===== config.mk =====
export PLATFORM = sky130hd
export DESIGN_NAME = uart_dec_sender
export DESIGN_NICKNAME = d
export VERILOG_FILES = /design/src/rtl/uart_pkg.sv /design/src/rtl/bin2bcd_seq.sv /design/src/rtl/uart_dec_sender.sv
export SDC_FILE = /design/constraint.sdc
export NUM_CORES = 1
export LEC_CHECK = 0
export BUFFER_PORTS_ARGS = -buffer_cell sky130_fd_sc_hd__buf_2
export CAP_MARGIN = 20
export CORE_MARGIN = 2
export CORE_UTILIZATION = 50
export CTS_CLUSTER_DIAMETER = 150
export CTS_CLUSTER_SIZE = 28
export DETAILED_ROUTE_END_ITERATION = 10
export PLACE_DENSITY = 0.7
export REMOVE_ABC_BUFFERS = 1
export SYNTH_ARGS = -nofsm -noshare
export SYNTH_HDL_FRONTEND = slang
export SYNTH_SLANG_ARGS = --single-unit

===== constraint.sdc =====
create_clock -name clk -period 2.4 [get_ports clk]
set_clock_uncertainty 0.15 [all_clocks]
set_input_delay 0 -clock clk [delete_from_list [all_inputs] [get_ports clk]]
set_output_delay 0 -clock clk [all_outputs]
set_load 0.05 [all_outputs]

===== src/rtl/uart_pkg.sv =====
// Shared ASCII constants, FSM encoding and frame-length helpers for the decimal line sender.
// UART_DEC_CRLF_EN appends CR/LF to every frame.
package uart_pkg;

    localparam logic [7:0] ASC_0     = 8'h30;
    localparam logic [7:0] ASC_COLON = 8'h3A;
    localparam logic [7:0] ASC_CR    = 8'h0D;
    localparam logic [7:0] ASC_LF    = 8'h0A;

`ifdef UART_DEC_CRLF_EN
    localparam bit CRLF_EN = 1'b1;
`else
    localparam bit CRLF_EN = 1'b0;
`endif

    typedef enum logic [2:0] {
        ST_IDLE,
        ST_CONV,
        ST_LOAD,
        ST_WAIT,
        ST_FIN
    } state_e;

    // tag + colon + digits, plus CR/LF when enabled
    function automatic int frame_len(input int digits, input bit crlf);
        return digits + 2 + (crlf ? 2 : 0);
    endfunction

    function automatic logic [63:0] pow10(input int n);
        logic [63:0] r;
        r = 64'd1;
        for (int i = 0; i < n; i++) r = r * 64'd10;
        return r;
    endfunction

endpackage


===== src/rtl/bin2bcd_seq.sv =====
// Sequential double-dabble: DATA_W shift-add-3 cycles after start, then a one-cycle done pulse.
// ovf flags a latched value that does not fit in DIGITS decimal digits.
module bin2bcd_seq
    import uart_pkg::*;
#(
    parameter int DATA_W = 16,
    parameter int DIGITS = 5
) (
    input  logic                  clk,
    input  logic                  rst_n,
    input  logic                  start,
    input  logic [DATA_W-1:0]     bin,
    output logic [4*DIGITS-1:0]   bcd,
    output logic                  ovf,
    output logic                  done
);

    localparam int          BCD_W   = 4 * DIGITS;
    localparam int          CNT_W   = $clog2(DATA_W + 1);
    localparam logic [63:0] MAX_VAL = pow10(DIGITS) - 64'd1;

    logic [DATA_W-1:0] sh_q, sh_d;
    logic [BCD_W-1:0]  bcd_q, bcd_d, adj;
    logic [CNT_W-1:0]  cnt_q, cnt_d;
    logic              run_q, run_d;
    logic              done_q, done_d;
    logic              ovf_q, ovf_d;

    always_comb begin
        adj = bcd_q;
        for (int i = 0; i < DIGITS; i++) begin
            if (bcd_q[4*i +: 4] >= 4'd5) adj[4*i +: 4] = bcd_q[4*i +: 4] + 4'd3;
        end

        sh_d   = sh_q;
        bcd_d  = bcd_q;
        cnt_d  = cnt_q;
        run_d  = run_q;
        ovf_d  = ovf_q;
        done_d = 1'b0;

        if (start) begin
            sh_d  = bin;
            bcd_d = '0;
            cnt_d = '0;
            run_d = 1'b1;
            // Saturation decision uses the full binary value, not truncated BCD digits
            ovf_d = (64'(bin) > MAX_VAL);
        end else if (run_q) begin
            bcd_d = {adj[BCD_W-2:0], sh_q[DATA_W-1]};
            sh_d  = {sh_q[DATA_W-2:0], 1'b0};
            cnt_d = cnt_q + CNT_W'(1);
            if (cnt_q == CNT_W'(DATA_W - 1)) begin
                run_d  = 1'b0;
                done_d = 1'b1;
            end
        end
    end

    always_ff @(posedge clk or negedge rst_n) begin
        if (!rst_n) begin
            sh_q   <= '0;
            bcd_q  <= '0;
            cnt_q  <= '0;
            run_q  <= 1'b0;
            done_q <= 1'b0;
            ovf_q  <= 1'b0;
        end else begin
            sh_q   <= sh_d;
            bcd_q  <= bcd_d;
            cnt_q  <= cnt_d;
            run_q  <= run_d;
            done_q <= done_d;
            ovf_q  <= ovf_d;
        end
    end

    assign bcd  = bcd_q;
    assign ovf  = ovf_q;
    assign done = done_q;

endmodule


===== src/rtl/uart_dec_sender.sv =====
// Converts a latched binary value to a "<tag>:<digits>" text line and feeds it byte by byte to a UART TX.
// Next byte is started one cycle after tx_done; UART_DEC_CRLF_EN appends CR/LF to the frame.
module uart_dec_sender
    import uart_pkg::*;
#(
    parameter int DATA_W = 16,
    parameter int DIGITS = 5
) (
    input  logic              clk,
    input  logic              rst_n,
    input  logic              send,
    input  logic [DATA_W-1:0] value,
    input  logic [7:0]        tag,
    input  logic              tx_busy,
    input  logic              tx_done,
    output logic              tx_start,
    output logic [7:0]        tx_data,
    output logic              busy,
    output logic              done
);

    localparam int N     = frame_len(DIGITS, CRLF_EN);
    localparam int IDX_W = $clog2(N + 1);

    state_e               state_q, state_d;
    logic [IDX_W-1:0]     idx_q, idx_d, ld_idx;
    logic [7:0]           tag_q, tag_d;
    logic [7:0]           tx_data_q, tx_data_d;
    logic [7:0]           ld_char;
    logic                 tx_start_q, tx_start_d;
    logic                 busy_q, busy_d;
    logic                 done_q, done_d;
    logic                 cv_start, cv_done, cv_ovf;
    logic [4*DIGITS-1:0]  cv_bcd;

    // Byte pacing comes only from tx_done; the busy flag is deliberately not consulted
    logic unused_tx_busy;
    assign unused_tx_busy = tx_busy;

    bin2bcd_seq #(
        .DATA_W (DATA_W),
        .DIGITS (DIGITS)
    ) u_conv (
        .clk   (clk),
        .rst_n (rst_n),
        .start (cv_start),
        .bin   (value),
        .bcd   (cv_bcd),
        .ovf   (cv_ovf),
        .done  (cv_done)
    );

    // Index of the byte that would be loaded this cycle
    assign ld_idx = (state_q == ST_WAIT) ? idx_q + IDX_W'(1) : idx_q;

    always_comb begin
        ld_char = ASC_0;
        if (ld_idx == '0) ld_char = tag_q;
        else if (ld_idx == IDX_W'(1)) ld_char = ASC_COLON;
        for (int d = 0; d < DIGITS; d++) begin
            if (ld_idx == IDX_W'(d + 2))
                ld_char = ASC_0 + {4'd0, (cv_ovf ? 4'd9 : cv_bcd[4*(DIGITS-1-d) +: 4])};
        end
`ifdef UART_DEC_CRLF_EN
        if (ld_idx == IDX_W'(DIGITS + 2)) ld_char = ASC_CR;
        if (ld_idx == IDX_W'(DIGITS + 3)) ld_char = ASC_LF;
`endif
    end

    always_comb begin
        state_d    = state_q;
        idx_d      = idx_q;
        tag_d      = tag_q;
        tx_data_d  = tx_data_q;
        tx_start_d = 1'b0;
        done_d     = 1'b0;
        cv_start   = 1'b0;

        case (state_q)
            ST_IDLE: begin
                if (send) begin
                    tag_d    = tag;
                    idx_d    = '0;
                    cv_start = 1'b1;
                    state_d  = ST_CONV;
                end
            end
            ST_CONV: begin
                if (cv_done) begin
                    tx_data_d  = ld_char;
                    tx_start_d = 1'b1;
                    state_d    = ST_LOAD;
                end
            end
            ST_LOAD: state_d = ST_WAIT;
            ST_WAIT: begin
                if (tx_done) begin
                    idx_d = idx_q + IDX_W'(1);
                    if (idx_q == IDX_W'(N - 1)) begin
                        done_d  = 1'b1;
                        state_d = ST_FIN;
                    end else begin
                        tx_data_d  = ld_char;
                        tx_start_d = 1'b1;
                        state_d    = ST_LOAD;
                    end
                end
            end
            ST_FIN:  state_d = ST_IDLE;
            default: state_d = ST_IDLE;
        endcase

        busy_d = (state_d != ST_IDLE);
    end

    always_ff @(posedge clk or negedge rst_n) begin
        if (!rst_n) begin
            state_q    <= ST_IDLE;
            idx_q      <= '0;
            tag_q      <= '0;
            tx_data_q  <= '0;
            tx_start_q <= 1'b0;
            busy_q     <= 1'b0;
            done_q     <= 1'b0;
        end else begin
            state_q    <= state_d;
            idx_q      <= idx_d;
            tag_q      <= tag_d;
            tx_data_q  <= tx_data_d;
            tx_start_q <= tx_start_d;
            busy_q     <= busy_d;
            done_q     <= done_d;
        end
    end

    assign tx_start = tx_start_q;
    assign tx_data  = tx_data_q;
    assign busy     = busy_q;
    assign done     = done_q;

endmodule


# After elaboration in Yosys (flattened, before gate mapping)
# Index checks and enable logic that the tools add are counted.
# Widths: inputs -> output; s select.
[classes]
n_mul = 0
n_bitwise = 0
reduce_logical = 9
eq_ne = 15
n_addsub = 12
n_shift = 0
muxes = 46
div = 0
order_cmp = 5
[op_table]
columns = ["op", "count"]
rows = [
  ["$mux 8", 9],
  ["$mux 20", 2],
  ["$add 6x4->7 const A", 5],
  ["$mux 16", 2],
  ["$mux 3", 8],
  ["$ge 4x3->1 const B", 5],
  ["$mux 4", 5],
  ["$add 4x2->4 const B", 4],
  ["$pmux 8 s2", 1],
  ["$mux 1", 14],
  ["$eq 3x2->1 const B", 4],
  ["$eq 3x3->1 const B", 4],
  ["$pmux 3 s4", 1],
  ["$mux 5", 2],
  ["$eq 3x1->1 const B", 2],
  ["$logic_not 3->1", 2],
  ["$ne 2x2->1 const B", 3],
  ["$pmux 3 s2", 1],
  ["$reduce_bool 2->1", 3],
  ["$add 5x1->5 const B", 1],
  ["$eq 5x4->1 const B", 1],
  ["$reduce_and 4->1", 1],
  ["$add 3x1->3 const B", 1],
  ["$add 3x2->3 const B", 1],
  ["5 further kinds", 5],
]
[word_totals]
ram_bits = 0
output_inout_bits = 11
wordCells = 99
mem_bits_ro = 0
ff_bits = 68
latch_bits = 0
n_memories = 0
in_bits = 29

# Depth between registers and ports, before layout
# Gate-level depths: netlist of run 1.
[logic_depth]
depth_word = 13
mapped_depth = 10
depth_no_buf = 8

# Hierarchy
# From an unflattened synthesis of run 1, not the netlist that was laid out.
[hier_totals]
cells_unflattened = 381
area_unflattened_um2 = 3782.4
[modules_own_cells]
columns = ["module", "instances", "area_per_inst_um2", "cells_each"]
rows = [
  ["bin2bcd_seq", 1, 2316.0, 240],
  ["uart_dec_sender", 1, 1466.4, 141],
]

# Worst setup path before layout of run 1
# No wires, ideal clock.
[synth_timing]
kind = "reg2reg"
from = "register idx_q[1]"
to = "register tx_data_q[2], in the netlist tx_data[2]"
required_time_ns = 2.123
path_stages_with_launch = 7
arrival_time_ns = 1.838
n_path_buf = 0
period_less_slack_ns = 2.115
path_slack_ns = 0.285
cell_sequence = "dfrtp_1 > ha_1 > and4bb_4 > a21o_4 > mux2_4 > a211oi_1 > o31ai_1"
[synth_via]
elab_chain_cells = 12
word_cells_on_any_way = 21
cone_classes = "1 x add/sub; 7 x eq/ne; 11 x mux; 2 x reduce/logical"
[synth_rtl]
columns = ["element", "line", "rtl"]
rows = [
  ["start, declared", "uart_dec_sender.sv:26", "logic [IDX_W-1:0] idx_q, idx_d, ld_idx;"],
  ["start signal, assigned", "uart_dec_sender.sv:127", "idx_q <= idx_d;"],
  ["$add 3x1->3", "uart_dec_sender.sv:54", "assign ld_idx = (state_q == ST_WAIT) ? idx_q + IDX_W'(1) : idx_q;"],
  ["$mux 3", "uart_dec_sender.sv:54", ""],
  ["$logic_not 3->1", "uart_dec_sender.sv:58", "if (ld_idx == '0) ld_char = tag_q;"],
  ["$mux 8", "uart_dec_sender.sv:58", ""],
  ["$mux 8 (5 in series)", "uart_dec_sender.sv:61", "if (ld_idx == IDX_W'(d + 2))"],
  ["$mux 8", "uart_dec_sender.sv:99", "if (idx_q == IDX_W'(N - 1)) begin"],
  ["$mux 8", "uart_dec_sender.sv:97", "if (tx_done) begin"],
  ["$pmux 8 s2", "uart_dec_sender.sv:79", "case (state_q)"],
  ["end signal, assigned", "uart_dec_sender.sv:129", "tx_data_q <= tx_data_d;"],
  ["end, declared", "uart_dec_sender.sv:28", "logic [7:0] tx_data_q, tx_data_d;"],
]
# Parallel ways exist; a longest one is shown, timed or not. The select of a mux whose other input is x is not followed.
# A chain may end at the register's enable or synchronous reset.

# Worst setup path in the final report of run 1
[layout_timing]
from = "register idx_q[0]"
to = "register tx_data_q[2], in the netlist tx_data[2]"
# The elaborated chain is that of the path after synthesis.

==> out/qor.txt, run 1 <==
largest net degree at the start of global routing: 62
I/O Buffers: 38
final period utilization: 0.919
most frequent cells in the layout: 67 x dfrtp_1, 50 x nand2_1, 38 x buf_2
# diodes: 0
Core ar.: 7140 um2
leakage power: 0.00210 uW
first-pass GRT wire length: 12400 um
Root Buffer: clkbuf_8
largest family of logic cells by synthesized area: simple AND/OR/NAND/NOR gates
Synth Area per Inst: 9.91 um2
fmax: 0.453 GHz
worst setup margin: 0.194 ns
share of cells above drive strength 1: 0.195
XOR/XNOR Fraction of Synth Area: 0.0337
worst r2r src: idx_q[0]
htree depth: 3
I/O pins: 40
initial antenna violation count: 0
vias in the first global route: 2664
DP HPWL: 4860 um
post-route ant nets: 0
Global Route Usage Sum: 0.201
GPL Wtd Cong: 0.842
mapped cell area: 3640 um2
Final Hold Fails: 0
Slew Limit Fails: 0
WL/cell: 13.5 um
clk slew on worst S/H paths: 0.07 ns
critical path type: flip-flop to flip-flop
gr ovfl total: 0
Sink Count: 68
WP data required: 2.47 ns
flop2flop setup slack: 0.19 ns
DRC Markers: 0
YS warnings: 0
pre-CTS WS: 0.200 ns
CTS tree: yes
crit path time final: 2.21 ns
class of the worst hold path: primary input to async pin
1st-pass router iterations: 4
Layout fillers: 634
sequential fraction of the synthesis area: 0.468
synth unique cells: 47
final wirelength: 7290 um
clk_lat worst skew: 0.34 ns
reg2reg end: tx_data[2]
Nets: 480
Worst Path Max Fanout: 8
multiplexer share of the synthesized area: 0.112
Starting DRT DRC Count: 122
synthesized instance count: 367
slew margin rel.: 0.584
CP arrival: 2.28 ns
die area: 7980 um2
pwr dens: 1310 nW/um2
vias: 2816
die width: 89.3 um
Critical Path Start: idx_q[0]
RSZ-0062 raised after global routing: no
compound-gate portion of the synthesized area: 0.131
simple-gate share of the synthesized area: 0.153
row count: 31
endpoints failing setup: 0
Reg2Reg Depth: 7
register bit total from synthesis: 68
Adder-Cell Fraction of Synth Area: 0.0516
Worst-Margin Slew: 0.624 ns
status: finished, final reports clean
CTS Buf Count: 9
maximum VDD drop: 0.526 mV
CTS max path bufs: 2
via density per instance: 5.21
Area Overhead vs Synth: 20.7%
commonest non-fill, non-tap cell in the layout: dfrtp_1
CTS resizes: 0
Die Ht: 89.3 um
Pwr Total: 5740 uW
critical path launch point type: flip-flop
Initial Utilization: 0.510
Worst Setup End Kind: flip-flop
Max Cap Viol: 0
-- per-layer routing --
layer,wire (um),up-vias,track usage,part of all wire
met3,306,9,0.0351,0.042
met1,3550,1325,0.267,0.49
met2,3330,71,0.322,0.46
met5,0,-,0,0
met4,106,0,0.0936,0.015
li1,-,1411,-,-
-- area by class of cell --
type                       instances  area [um2]  share of cell area
multi-input combinational        263        1750               0.399
sequential                        68        1700               0.388
timing repair buffer              78         583               0.133
clock buffer                      11         141              0.0322
tap                               99         124              0.0282
inverter                          16        60.1              0.0137
clock inverter                     5        27.5             0.00627
-- worst max-delay path, cell delays in order, from the launching register on --
cell and delay (ns):
dfrtp_1 0.38, inv_1 0.08, ha_1 0.36, and4bb_4 0.35, a21o_4 0.13, mux2_4 0.30
a211oi_1 0.24, o31ai_1 0.10
-- synthesized netlist by cell type (all sizes together) --
cell type / number / share of area
o211ai: 3 / 0.0062
clkbuf: 8 / 0.011
buf: 12 / 0.023
inv: 16 / 0.017
mux2: 12 / 0.038
o311ai: 2 / 0.0048
nor4b: 1 / 0.0065
nand3b: 1 / 0.0055
a211oi: 5 / 0.010
a21o: 5 / 0.012
nand4b: 1 / 0.0024
a211o: 1 / 0.0024
o21ai: 33 / 0.045
and4bb: 1 / 0.0045
nor3b: 1 / 0.0021
a21oi: 18 / 0.025
xor2: 4 / 0.0096
a32oi: 3 / 0.0093
and3: 1 / 0.0017
a31oi: 1 / 0.0017
a41oi: 1 / 0.0024
nand2b: 6 / 0.010
a22o: 1 / 0.0024
a221oi: 1 / 0.0024
dfrtp: 68 / 0.47
nand2: 50 / 0.052
nand3: 13 / 0.018
a311oi: 1 / 0.0024
nor3: 5 / 0.0069
nor2b: 2 / 0.0034
xnor2: 10 / 0.024
mux2i: 27 / 0.074
o31ai: 1 / 0.0021
and2: 1 / 0.0017
nand4: 3 / 0.0052
ha: 15 / 0.052
a31o: 1 / 0.0024
nor2: 32 / 0.033
-- where the power goes --
group          switching (uW)  leakage [uW]  total, uW  internal [uW]
sequential                404      0.000847       2050           1640
clock                     428     0.0000889        823            396
combinational            1620       0.00117       2870           1250
total                    2450       0.00210       5740           3290
-- worst max path at each step --
stage / slack [ns] / end / cells past startpoint
after floorplan: -0.65 / idx_q[0] / 3
after global placement: 0.27 / tx_data[2] / 7
after detailed placement: 0.20 / tx_data[2] / 7
after CTS: 0.20 / tx_data[2] / 7
after global routing: 0.10 / tx_data[2] / 7
final: 0.19 / tx_data[2] / 7
-- registers in the layout, indices dropped and copies added, names as in the netlist --
register / cells
tag_q: 8
u_conv.done: 1
tx_start: 1
busy: 1
state_q: 3
tx_data: 8
u_conv.cnt_q: 5
u_conv.sh_q: 16
u_conv.bcd: 20
u_conv.run_q: 1
done: 1
idx_q: 3
-- per-stage QoR --
step	hold WS, ns	util	instance area [um2]	TNS [ns]	std cells
after global routing	0.126	0.615	4390	0	540
after global placement	-0.0945	0.554	3950	0	497
final	0.0583	0.615	4390	0	540
after detailed placement	-0.0884	0.554	3950	0	497
after floorplan	-0.446	-	3510	-19.70	347
after CTS	0.0786	0.615	4390	0	540
-- timing repair --
action | 4_1_cts | 5_1_grt
endpoints found under the setup margin | 0 | 0
hold buffers | 27 | 0
hold endpoints to repair | 56 | 0
setup buffers | 0 | 0
-- cells by family (layout without fill, tap and decap cells) --
logic type               count (synthesis)  after routing
multiplexers                            39             39
AND/OR/NAND/NOR                        118            118
flip-flops                              68             68
adder cells (fa/ha/maj)                 15             15
buffers and inverters                   36            110
XOR/XNOR                                14             14
AO/OA/AOI/OAI                           77             77
Note: power is estimated with default switching activity, not from simulation.
==> inputs of run 2 (changes only) <==
--- a/config.mk
+++ b/config.mk
@@ -12,7 +12,7 @@
 export CTS_CLUSTER_DIAMETER = 150
 export CTS_CLUSTER_SIZE = 28
 export DETAILED_ROUTE_END_ITERATION = 10
-export PLACE_DENSITY = 0.7
+export PLACE_DENSITY = 0.81
 export REMOVE_ABC_BUFFERS = 1
 export SYNTH_ARGS = -nofsm -noshare
 export SYNTH_HDL_FRONTEND = slang
==> run 2 against run 1 <==
  * Sequential power grew 3%
  * Sequential share of layout area is essentially flat
  * Via count grew 2.9%
  * Final area is essentially flat
  * Count of clock-buffer cells in the layout grew 2
  * Utilization is essentially flat
  * Clock power grew 1%
  * Critical path depth is the same
  * Critical path type unchanged
==> out/qor.txt, run 2 (synthesis gave the netlist of run 1 again) <==
max reg flops: 20
Nets: 482
clk slew on worst S/H paths: 0.07 ns
WP data required: 2.46 ns
Initial Utilization: 0.510
class of the worst hold path: primary input to async pin
row count: 31
Max Cap Viol: 0
CP arrival: 2.31 ns
leakage power: 0.00211 uW
Slew Limit Fails: 0
Worst Path Max Fanout: 8
CTS Buf Count: 9
# diodes: 0
hold_ws: 0.0156 ns
die width: 89.3 um
die area: 7980 um2
Area Overhead vs Synth: 20.8%
Root Buffer: clkbuf_8
Comb power frac: 0.491
maximum VDD drop: 0.618 mV
initial antenna violation count: 0
Global Route Usage Sum: 0.214
post-CTS setup repair buffer count: 0
DP HPWL: 5260 um
switching power share of the total: 0.426
critical path launch point type: flip-flop
Core ar.: 7140 um2
Layout fillers: 610
I/O pins: 40
I/O Buffers: 38
CTS resizes: 0
post-route ant nets: 0
vias in the first global route: 2862
final wirelength: 7600 um
CTS tree: yes
Die Ht: 89.3 um
Worst-Margin Slew: 0.542 ns
most frequent cells in the layout: 67 x dfrtp_1, 50 x nand2_1, 38 x buf_2
1st-pass router iterations: 7
internal power: 3320 uW
RSZ-0062 raised after global routing: no
first-pass GRT wire length: 13100 um
share of cells above drive strength 1: 0.195
CTS max path bufs: 2
Sink Count: 68
endpoints failing setup: 0
htree depth: 3
WL/cell: 14.0 um
vias: 2899
DRC Markers: 0
setup TNS: 0 ns
commonest non-fill, non-tap cell in the layout: dfrtp_1
via density per instance: 5.36
largest net degree at the start of global routing: 54
Worst Setup End Kind: flip-flop
critical path type: flip-flop to flip-flop
hold buffers post-CTS: 27
status: finished, final reports clean
Final Hold Fails: 0
pwr dens: 1320 nW/um2
Starting DRT DRC Count: 185
final period utilization: 0.934
gr ovfl total: 0
crit path time final: 2.24 ns
Reg power frac: 0.365
fmax: 0.446 GHz
GPL Wtd Cong: 0.828
clk_lat worst skew: 0.34 ns
Clock power frac: 0.144
slew margin rel.: 0.639
sw power: 2470 uW
[run 2: changes by cell type in the layout (fill, tap and decap cells not counted)]
cell	previous run	this run
buf_12	2	1
buf_4	11	14
clkbuf_1	1	2
clkbuf_8	10	11
clkinv_2	4	2
clkinvlp_4	1	0
[run 2: per-stage QoR]
step	area, um2	util	cells	setup WS [ns]	total power [uW]
after global placement	3960	0.554	499	0.249	4770
final	4390	0.616	541	0.158	5790
after CTS	4390	0.616	541	0.158	5820
after detailed placement	3960	0.554	499	0.170	4940
after floorplan	3510	-	347	-0.645	4150
after global routing	4390	0.616	541	0.0566	6290
[run 2: cell type report]
class / count / area (um2) / area share
Clock buffer: 13 / 159 / 0.0362
Clock inverter: 2 / 10.0 / 0.00228
Inverter: 16 / 60.1 / 0.0137
Multi-Input combinational cell: 263 / 1750 / 0.399
Sequential cell: 68 / 1700 / 0.388
Tap cell: 99 / 124 / 0.0282
Timing Repair Buffer: 80 / 586 / 0.133
[run 2: final timing paths]
kind / startpoint / endpoint / slack, ns / cells past startpoint
max: idx_q[0] / tx_data[2] / 0.16 / 7
min: rst_n / idx_q[2] / 0.02 / 2
max reg2reg: idx_q[0] / tx_data[2] / 0.16 / 7
min reg2reg: tx_data[7] / tx_data[7] / 0.33 / 2
max in group asynchronous: rst_n / u_conv.run_q / 1.44 / 3
min in group clk: value[7] / u_conv.sh_q[7] / 0.24 / 4
[run 2: power by group through the flow]
stage | sequential (uW) | clock (uW) | combinational [uW]
finish | 2110 | 835 | 2840
global route | 2180 | 904 | 3200
CTS | 2110 | 850 | 2860
detailed placement | 2130 | 0 | 2810
global placement | 2100 | 0 | 2670
floorplan | 2330 | 0 | 1830
[run 2: critical path: stages (launching register included)]
cell,delay [ns]
dfrtp_1,0.37
inv_1,0.07
ha_1,0.37
and4bb_4,0.34
a21o_4,0.13
mux2_4,0.30
a211oi_1,0.26
o31ai_1,0.12
[run 2: layer usage]
layer	wire length (um)	GRT usage	part of all wire	vias up
met5	0	0	0	-
met4	123	0.0624	0.016	0
met3	312	0.0536	0.041	12
met2	3780	0.380	0.50	75
met1	3390	0.257	0.45	1405
li1	-	-	-	1407
==> inputs of run 3 (changes only) <==
--- a/config.mk
+++ b/config.mk
@@ -13,6 +13,7 @@
 export CTS_CLUSTER_SIZE = 28
 export DETAILED_ROUTE_END_ITERATION = 10
 export PLACE_DENSITY = 0.81
+export RECOVER_POWER = 50
 export REMOVE_ABC_BUFFERS = 1
 export SYNTH_ARGS = -nofsm -noshare
 export SYNTH_HDL_FRONTEND = slang
==> run 3 against run 2 <==
  * Final area decreased by 0.54%
  * Cell count unchanged
  * Utilization decreased by 0.33 points
  * Die area unchanged
  * Global-route usage unchanged
  * Critical path type unchanged
  * Highest routed layer unchanged
  * Register-to-register slack about the same
  * Total power decreased by 0.13%
  * Sequential share of layout area increased by 0.21 points
==> out/qor.txt, run 3 (synthesis gave the netlist of run 1 again) <==
CTS tree: yes
status: finished, final reports clean
first-pass GRT wire length: 13100 um
critical path type: flip-flop to flip-flop
Hold Path End: u_conv.sh_q[7]
CP arrival: 2.30 ns
I/O Buffers: 38
worst hold path depth: 4
met3 usage: 0.0536
Final Non-Filler Cells: 541
DP HPWL: 5260 um
Global Route Usage Sum: 0.214
Die Ht: 89.3 um
maximum VDD drop: 0.617 mV
most frequent cells in the layout: 67 x dfrtp_1, 50 x nand2_1, 33 x buf_2
GPL Wtd Cong: 0.828
endpoints failing setup: 0
grt met2 use: 0.380
flop2flop setup slack: 0.16 ns
met1 usage: 0.257
critical path launch point type: flip-flop
post-route ant nets: 0
CTS max path bufs: 2
share of cells above drive strength 1: 0.183
leakage power: 0.00209 uW
Inst Count DP: 499
CTS Buf Count: 9
Final Hold Fails: 0
slew margin rel.: 0.192
Reg2Reg Depth: 7
gr ovfl total: 0
Initial Utilization: 0.510
WL/cell: 14.1 um
die area: 7980 um2
clk_lat worst skew: 0.34 ns
Max Cap Viol: 0
die width: 89.3 um
1st-pass router iterations: 6
Nets: 482
Slew Limit Fails: 0
vias in the first global route: 2862
crit path time final: 2.24 ns
clk slew on worst S/H paths: 0.07 ns
post-route cell area: 4370 um2
row count: 31
I/O pins: 40
Root Buffer: clkbuf_8
DRC Markers: 0
setup TNS: 0 ns
Worst Path Max Fanout: 8
class of the worst hold path: primary input to flip-flop
commonest non-fill, non-tap cell in the layout: dfrtp_1
initial antenna violation count: 0
Worst-Margin Slew: 1.21 ns
RSZ-0062 raised after global routing: no
Starting DRT DRC Count: 184
worst r2r src: idx_q[0]
vias: 2892
fmax: 0.447 GHz
largest net degree at the start of global routing: 54
max reg flops: 20
pwr dens: 1320 nW/um2
Sink Count: 68
Core ar.: 7140 um2
reg2reg end: tx_data[2]
htree depth: 3
gr busiest metal: met2
via density per instance: 5.35
Area Overhead vs Synth: 20.1%
# diodes: 0
Worst Setup End Kind: flip-flop
dpl cell area: 3960 um2
WP data required: 2.46 ns
final period utilization: 0.932
Hold Path Origin: value[7]
final wirelength: 7630 um
==> run 3: cell count changes in the layout (fill, tap and decap cells not counted) <==
cell and change:
clkbuf_1 +5, buf_4 -1, buf_12 -1, buf_2 -5, clkbuf_2 +2
==> run 3: how the worst max path moves through the flow <==
stage,startpoint,endpoint,slack [ns],depth (start not counted)
after global placement,idx_q[0],tx_data[2],0.25,7
after floorplan,state_q[1],idx_q[0],-0.65,3
after detailed placement,idx_q[0],tx_data[2],0.17,7
final,idx_q[0],tx_data[2],0.16,7
after CTS,idx_q[0],tx_data[2],0.16,7
after global routing,idx_q[0],tx_data[2],0.06,7
==> run 3: what timing repair did <==
| action | in CTS | in global routing |
|---|---|---|
| resized for setup | 0 | 0 |
| hold buffers | 27 | 0 |
| buffers inserted | 0 | 0 |
| hold endpoints to repair | 98 | 0 |
==> run 3: metal layers <==
layer / wire length, um / vias up / share of wire
li1: - / 1408 / -
met1: 3420 / 1407 / 0.45
met2: 3810 / 68 / 0.50
met3: 300 / 9 / 0.039
met4: 102 / 0 / 0.013
met5: 0 / - / 0
==> run 3: layout make-up <==
type	count	area (um2)
Tap cell	99	124
Clock inverter	2	10.0
Sequential cell	68	1700
Multi-Input combinational cell	263	1750
Timing Repair Buffer	80	562
Fill cell	611	2770
Inverter	16	60.1
Clock buffer	13	159
==> run 3: worst max-delay path, cell delays in order (launching register included) <==
cell	delay, ns
dfrtp_1	0.37
inv_1	0.07
ha_1	0.37
and4bb_4	0.35
a21o_4	0.13
mux2_4	0.30
a211oi_1	0.25
o31ai_1	0.11
==> run 3: stage by stage <==
step	hold WS, ns	total power, uW	setup WS (ns)	util
detailed placement	-0.148	4940	0.170	0.554
global placement	-0.151	4770	0.249	0.554
CTS	0.0228	5820	0.158	0.616
floorplan	-0.446	4150	-0.645	-
global route	0.257	6280	0.0566	0.612
finish	0.243	5780	0.162	0.612
==> run 3: report_power, final <==
part / leakage [uW] / total, uW / switching (uW) / internal [uW]
Sequential: 0.000847 / 2110 / 468 / 1640
Clock: 0.0000893 / 833 / 410 / 423
Combinational: 0.00115 / 2830 / 1590 / 1240
Total: 0.00209 / 5780 / 2470 / 3310
